### src/rtl/cpu_pkg.sv
// Shared sequencer constants: FSM state codes and opcode values used by
// the sequencer, the datapath and benches.
package cpu_pkg;

    localparam logic [2:0] S_IDLE      = 3'd0;
    localparam logic [2:0] S_FETCH     = 3'd1;
    localparam logic [2:0] S_DECODE    = 3'd2;
    localparam logic [2:0] S_EXECUTE   = 3'd3;
    localparam logic [2:0] S_WRITEBACK = 3'd4;
    localparam logic [2:0] S_HALT      = 3'd5;

    localparam logic [3:0] OP_NOP  = 4'h0;
    localparam logic [3:0] OP_JMP  = 4'hA;
    localparam logic [3:0] OP_BEQZ = 4'hB;
    localparam logic [3:0] OP_HALT = 4'hF;

    function automatic logic [3:0] opcode_of(input logic [15:0] instr);
        return instr[15:12];
    endfunction

endpackage

### src/rtl/pc_reg.sv
// Program counter: load wins over increment, otherwise hold; one-cycle update,
// wraps modulo 2^PC_W, no backpressure.
module pc_reg #(
    parameter int PC_W = 4
) (
    input  logic            clk,
    input  logic            reset,
    input  logic            load_en,
    input  logic [PC_W-1:0] load_val,
    input  logic            inc_en,
    output logic [PC_W-1:0] pc
);

    logic [PC_W-1:0] pc_q;
    logic [PC_W-1:0] pc_d;

    always_comb begin
        pc_d = pc_q;
        if (load_en) begin
            pc_d = load_val;
        end else if (inc_en) begin
            pc_d = pc_q + PC_W'(1);
        end
    end

    always_ff @(posedge clk or posedge reset) begin
        if (reset) begin
            pc_q <= '0;
        end else begin
            pc_q <= pc_d;
        end
    end

    assign pc = pc_q;

endmodule

### src/rtl/fetch_sequencer.sv
// Multi-cycle fetch/decode/execute sequencer; 3 cycles fetch-to-fetch (4 for ALU ops),
// FETCH stalls indefinitely while imem_ready is low.
module fetch_sequencer
    import cpu_pkg::*;
#(
    parameter int PC_W = 4,
    parameter int IW   = 16
) (
    input  logic            clk,
    input  logic            reset,
    input  logic            run,
    input  logic [IW-1:0]   instr_rdata,
    input  logic            imem_ready,
    input  logic            zero_flag,
    output logic [PC_W-1:0] pc,
    output logic            imem_req,
    output logic [IW-1:0]   ir,
    output logic            alu_en,
    output logic            reg_we,
    output logic            halted,
    output logic [2:0]      state
);

    logic [2:0]      state_q;
    logic [2:0]      state_d;
    logic [IW-1:0]   ir_q;
    logic [IW-1:0]   ir_d;
    logic            pc_load;
    logic            pc_inc;
    logic [3:0]      opcode;
    logic [PC_W-1:0] imm_pc;

    assign opcode = opcode_of(ir_q[15:0]);
    // Size cast zero-extends or truncates the 4-bit immediate to the PC width.
    assign imm_pc = PC_W'(ir_q[3:0]);

    always_comb begin
        state_d = state_q;
        ir_d    = ir_q;
        pc_load = 1'b0;
        pc_inc  = 1'b0;
        case (state_q)
            S_IDLE: begin
                if (run) state_d = S_FETCH;
            end
            S_FETCH: begin
                if (imem_ready) begin
                    ir_d    = instr_rdata;
                    state_d = S_DECODE;
                end
            end
            S_DECODE: begin
                state_d = (opcode == OP_HALT) ? S_HALT : S_EXECUTE;
            end
            S_EXECUTE: begin
                state_d = S_FETCH;
                case (opcode)
                    OP_NOP:  pc_inc = 1'b1;
                    OP_JMP:  pc_load = 1'b1;
                    OP_BEQZ: begin
                        pc_load = zero_flag;
                        pc_inc  = ~zero_flag;
                    end
                    default: state_d = S_WRITEBACK;
                endcase
            end
            S_WRITEBACK: begin
                pc_inc  = 1'b1;
                state_d = S_FETCH;
            end
            S_HALT: begin
                state_d = S_HALT;
            end
            default: begin
                state_d = S_IDLE;
            end
        endcase
    end

    always_ff @(posedge clk or posedge reset) begin
        if (reset) begin
            state_q <= S_IDLE;
            ir_q    <= '0;
        end else begin
            state_q <= state_d;
            ir_q    <= ir_d;
        end
    end

    pc_reg #(
        .PC_W (PC_W)
    ) u_pc_reg (
        .clk      (clk),
        .reset    (reset),
        .load_en  (pc_load),
        .load_val (imm_pc),
        .inc_en   (pc_inc),
        .pc       (pc)
    );

    // Strobes come straight from the state register so no input reaches them.
    assign imem_req = (state_q == S_FETCH);
    assign alu_en   = (state_q == S_EXECUTE);
    assign reg_we   = (state_q == S_WRITEBACK);
    assign halted   = (state_q == S_HALT);
    assign state    = state_q;
    assign ir       = ir_q;

endmodule

### config.mk
export PLATFORM = sky130hd
export DESIGN_NAME = fetch_sequencer
export DESIGN_NICKNAME = d
export VERILOG_FILES = /design/src/rtl/cpu_pkg.sv /design/src/rtl/pc_reg.sv /design/src/rtl/fetch_sequencer.sv
export SDC_FILE = /design/constraint.sdc
export NUM_CORES = 1
export LEC_CHECK = 0
export BUFFER_PORTS_ARGS = -buffer_cell sky130_fd_sc_hd__buf_2
export CAP_MARGIN = 20
export CORE_MARGIN = 5
export CORE_UTILIZATION = 49
export CTS_BUF_LIST = sky130_fd_sc_hd__clkbuf_8
export CTS_CLUSTER_DIAMETER = 120
export DETAILED_ROUTE_END_ITERATION = 10
export PLACE_DENSITY = 0.88
export SLEW_MARGIN = 0
export SYNTH_ARGS = -nofsm -noshare
export SYNTH_HDL_FRONTEND = slang
export SYNTH_SLANG_ARGS = --single-unit
export TNS_END_PERCENT = 100
### constraint.sdc
create_clock -name clk -period 2.3 [get_ports clk]
set_input_delay 0.46 -clock clk [delete_from_list [all_inputs] [get_ports clk]]
set_output_delay 0.46 -clock clk [all_outputs]
set_load 0.05 [all_outputs]
==> implementation parameters <==
Parameter                              Value

Outcome
  Status ... complete, no violations

Cells and area
  Fraction of layout instances using a drive strength above 1 ... 50.36%
  Number of fillers in the final layout ... 176
  Max reg flops ... 16
  Area Overhead vs Synth ... 26.83%
  Total number of nets in the final design ... 160
  Antenna cells ... 0

Synthesis
  Number of enable flip-flop cells after synthesis ... 0
  Syn nets ... 111
  Distinct cells, synth ... 32
  Number of warnings reported in the yosys synthesis log ... 0
  Cell area after technology mapping ... 0.001129 mm2
  Synthesized flop and latch total ... 23
  Mean post-synth cell area ... 12.68 um2
  Async set or reset register ratio after synthesis ... 100.0%
  Number of instances in the synthesized netlist ... 89
  Fraction of the yosys area taken by sequential cells ... 51.00%
  Primary flip-flop cell chosen by synthesis mapping ... sky130_fd_sc_hd__dfrtp_1

Worst setup path
  Type of origin of the critical path ... register
  Critical Path AT ... 2.02 ns
  R2R Path End ... u_pc_reg.pc[1]$_DFFE_PP0P_
  Launch point of the worst reg-to-reg path ... state[0]$_DFFE_PP0P_
  Critical Path, Cell by Cell ... nor4bb_4, and3_1, mux2_4, mux2_4
  Crit-path max cell delay ... 0.47 ns
  Crit path kind ... reg -> reg
  Reg-to-reg slack, setup ... 0.43 ns
  Critical path required time ... 2.45 ns
  Largest fanout on the critical path ... 10
  CP max stage cell ... sky130_fd_sc_hd__dfrtp_2
  CP endpoint kind ... register
  Length in cells of the worst reg-to-reg path ... 4
  CP most frequent cell ... sky130_fd_sc_hd__mux2_4

STA
  Final setup violation count ... 0
  Final period demand of the worst path ... 1.866 ns
  Clock skew after layout ... 0.005872 ns
  Final Slew Violations ... 0
  Actual transition at the worst max-transition pin ... 0.4019 ns
  Relative max-transition margin ... 73.18%
  Post-route fraction of the period consumed by the critical path ... 81.15%
  Highest achievable clock rate ... 535.8 MHz
  Setup TNS ... 0 ns
  Number of hold violations in the final report ... 0
  Unrepaired setup endpoints after global routing ... false

Clock tree
  Hold-fix buffers, CTS ... 0
  Clock H-tree levels ... 1
  CTS tree ... done
  Clock-pin transition on the worst setup and hold timing paths ... 0.08 ns
  Cts repair resizes ... 0
  Clk buf depth ... 2
  Number of buffers inserted to repair setup after CTS ... 0
  Clk sinks ... 23
  Number of clock buffers inserted by TritonCTS ... 3
  Root buf cell ... sky130_fd_sc_hd__clkbuf_8
  Insertion delay of the later-clocked pin in the worst-skew pair ... 0.26 ns

Global route
  Wire length of the first global-routing pass ... 4153 um
  Via count of the first global-routing pass ... 932
  GRT Overall Usage ... 15.95%
  Residual overflow from global routing ... 0
  Number of antenna violations at the first check in global routing ... 0
  Pin count of the biggest net entering global routing ... 19

Placement
  Estimated wirelength of the detail-placed design ... 1898 um
  Port-buffer cells ... 47
  GPL Wtd Cong ... 0.9015

Route
  1st-pass router iterations ... 4
  Total length of routed wires ... 2366 um
  Remaining antenna violation count after routing ... 0
  Post-route DRC violation count ... 0
  Number of vias per cell ... 5.067
  Average wire per standard cell ... 14.34 um
  Initial detailed-routing violation count ... 7
  Number of vias after detailed routing ... 836

Worst hold path
  Hold Crit Class ... in -> async

Floorplan
  Die Wd ... 57.99 um
  Count of boundary I/O pins ... 48
  Die Footprint ... 0.003363 mm2
  Die height ... 57.99 um
  Floorplan core area ... 0.002212 mm2
  FP Rows ... 17
  Initial core utilization ... 51.02%

Job
  Number of max-cap violations ... 0
[critical path, delay by kind of cell, from the launching register on]
family	cells	cell delay (ns)
AND/OR/NAND/NOR	2	0.71
multiplexers	2	0.58
flip-flops	1	0.47
[cell usage in the layout (no fill, tap or decap), drive strengths merged, types with 3 or more instances in the layout]
master  Yosys  layout
buf         6      50
mux2       17      17
and2        3       3
clkbuf      0       3
dfrtp      23      23
nand2       4       4
inv         5       5
[synth_stat cells, types with 2 or more instances]
cell	n	area, um2
sky130_fd_sc_hd__nand3b_1	2	15.01
sky130_fd_sc_hd__buf_6	3	33.78
sky130_fd_sc_hd__nor3_1	2	10.01
sky130_fd_sc_hd__and2_1	3	18.77
sky130_fd_sc_hd__nor3b_2	2	25.02
sky130_fd_sc_hd__mux2i_1	2	20.02
sky130_fd_sc_hd__o22ai_1	2	12.51
sky130_fd_sc_hd__nand2_1	4	15.01
sky130_fd_sc_hd__mux2_4	2	30.03
sky130_fd_sc_hd__mux2_2	7	78.83
sky130_fd_sc_hd__a22oi_1	2	15.01
sky130_fd_sc_hd__a211o_1	2	17.52
sky130_fd_sc_hd__inv_1	5	18.77
sky130_fd_sc_hd__dfrtp_1	23	575.6
sky130_fd_sc_hd__mux2_1	8	90.09
sky130_fd_sc_hd__and3_1	2	12.51
sky130_fd_sc_hd__buf_2	2	10.01
sky130_fd_sc_hd__nor2b_1	2	12.51
[final cells by class]
| type | count | area, um2 | share of cell area, % |
|---|---|---|---|
| sequential | 23 | 578.1 | 40.38 |
| multi-input combinational | 55 | 495.5 | 34.62 |
| timing repair buffer | 50 | 257.7 | 18.01 |
| clock buffer | 3 | 41.29 | 2.885 |
| tap | 28 | 35.03 | 2.448 |
| inverter | 5 | 18.77 | 1.311 |
| clock inverter | 1 | 5.005 | 0.3497 |
[worst max path at each step]
stage                               from                    endpoint  depth (start not counted)
floorplan           state[1]$_DFFE_PP0P_           ir[1]$_DFFE_PP0P_                          6
global placement    state[0]$_DFFE_PP0P_  u_pc_reg.pc[1]$_DFFE_PP0P_                          4
detailed placement  state[0]$_DFFE_PP0P_  u_pc_reg.pc[1]$_DFFE_PP0P_                          4
CTS                 state[1]$_DFFE_PP0P_                      halted                          4
global route        state[1]$_DFFE_PP0P_                      halted                          4
finish              state[0]$_DFFE_PP0P_  u_pc_reg.pc[1]$_DFFE_PP0P_                          4
[cell families after synthesis]
| logic type | share of synthesized area, % |
|---|---|
| AOI/OAI and AO/OA | 7.539 |
| adders and majority gates | 1.108 |
| buffers and inverters | 6.209 |
| DFF | 51.00 |
| muxes | 19.40 |
| and+or+nand+nor | 14.74 |
[metal layers]
layer	track usage (%)	up-vias	part of all wire [%]
li1	-	413	-
met1	18.45	385	42
met2	26.77	31	47
met3	6.013	7	8.5
met4	5.960	0	2.3
met5	0	-	0
[metrics by stage]
step / worst slack [ns] / util (%) / cell area (um2) / hold WS [ns] / cells
after floorplan: 0.01917 / - / 1144 / 0.4618 / 89
after global placement: 0.4982 / 62.61 / 1385 / 0.4557 / 161
after detailed placement: 0.4347 / 62.61 / 1385 / 0.4610 / 161
after CTS: 0.4151 / 64.71 / 1431 / 0.1719 / 165
after global routing: 0.3444 / 64.71 / 1431 / 0.1922 / 165
final: 0.4335 / 64.71 / 1431 / 0.1634 / 165
Power is not shown: default switching activity piles up to over one toggle a cycle in this logic, so the estimate is an artifact.
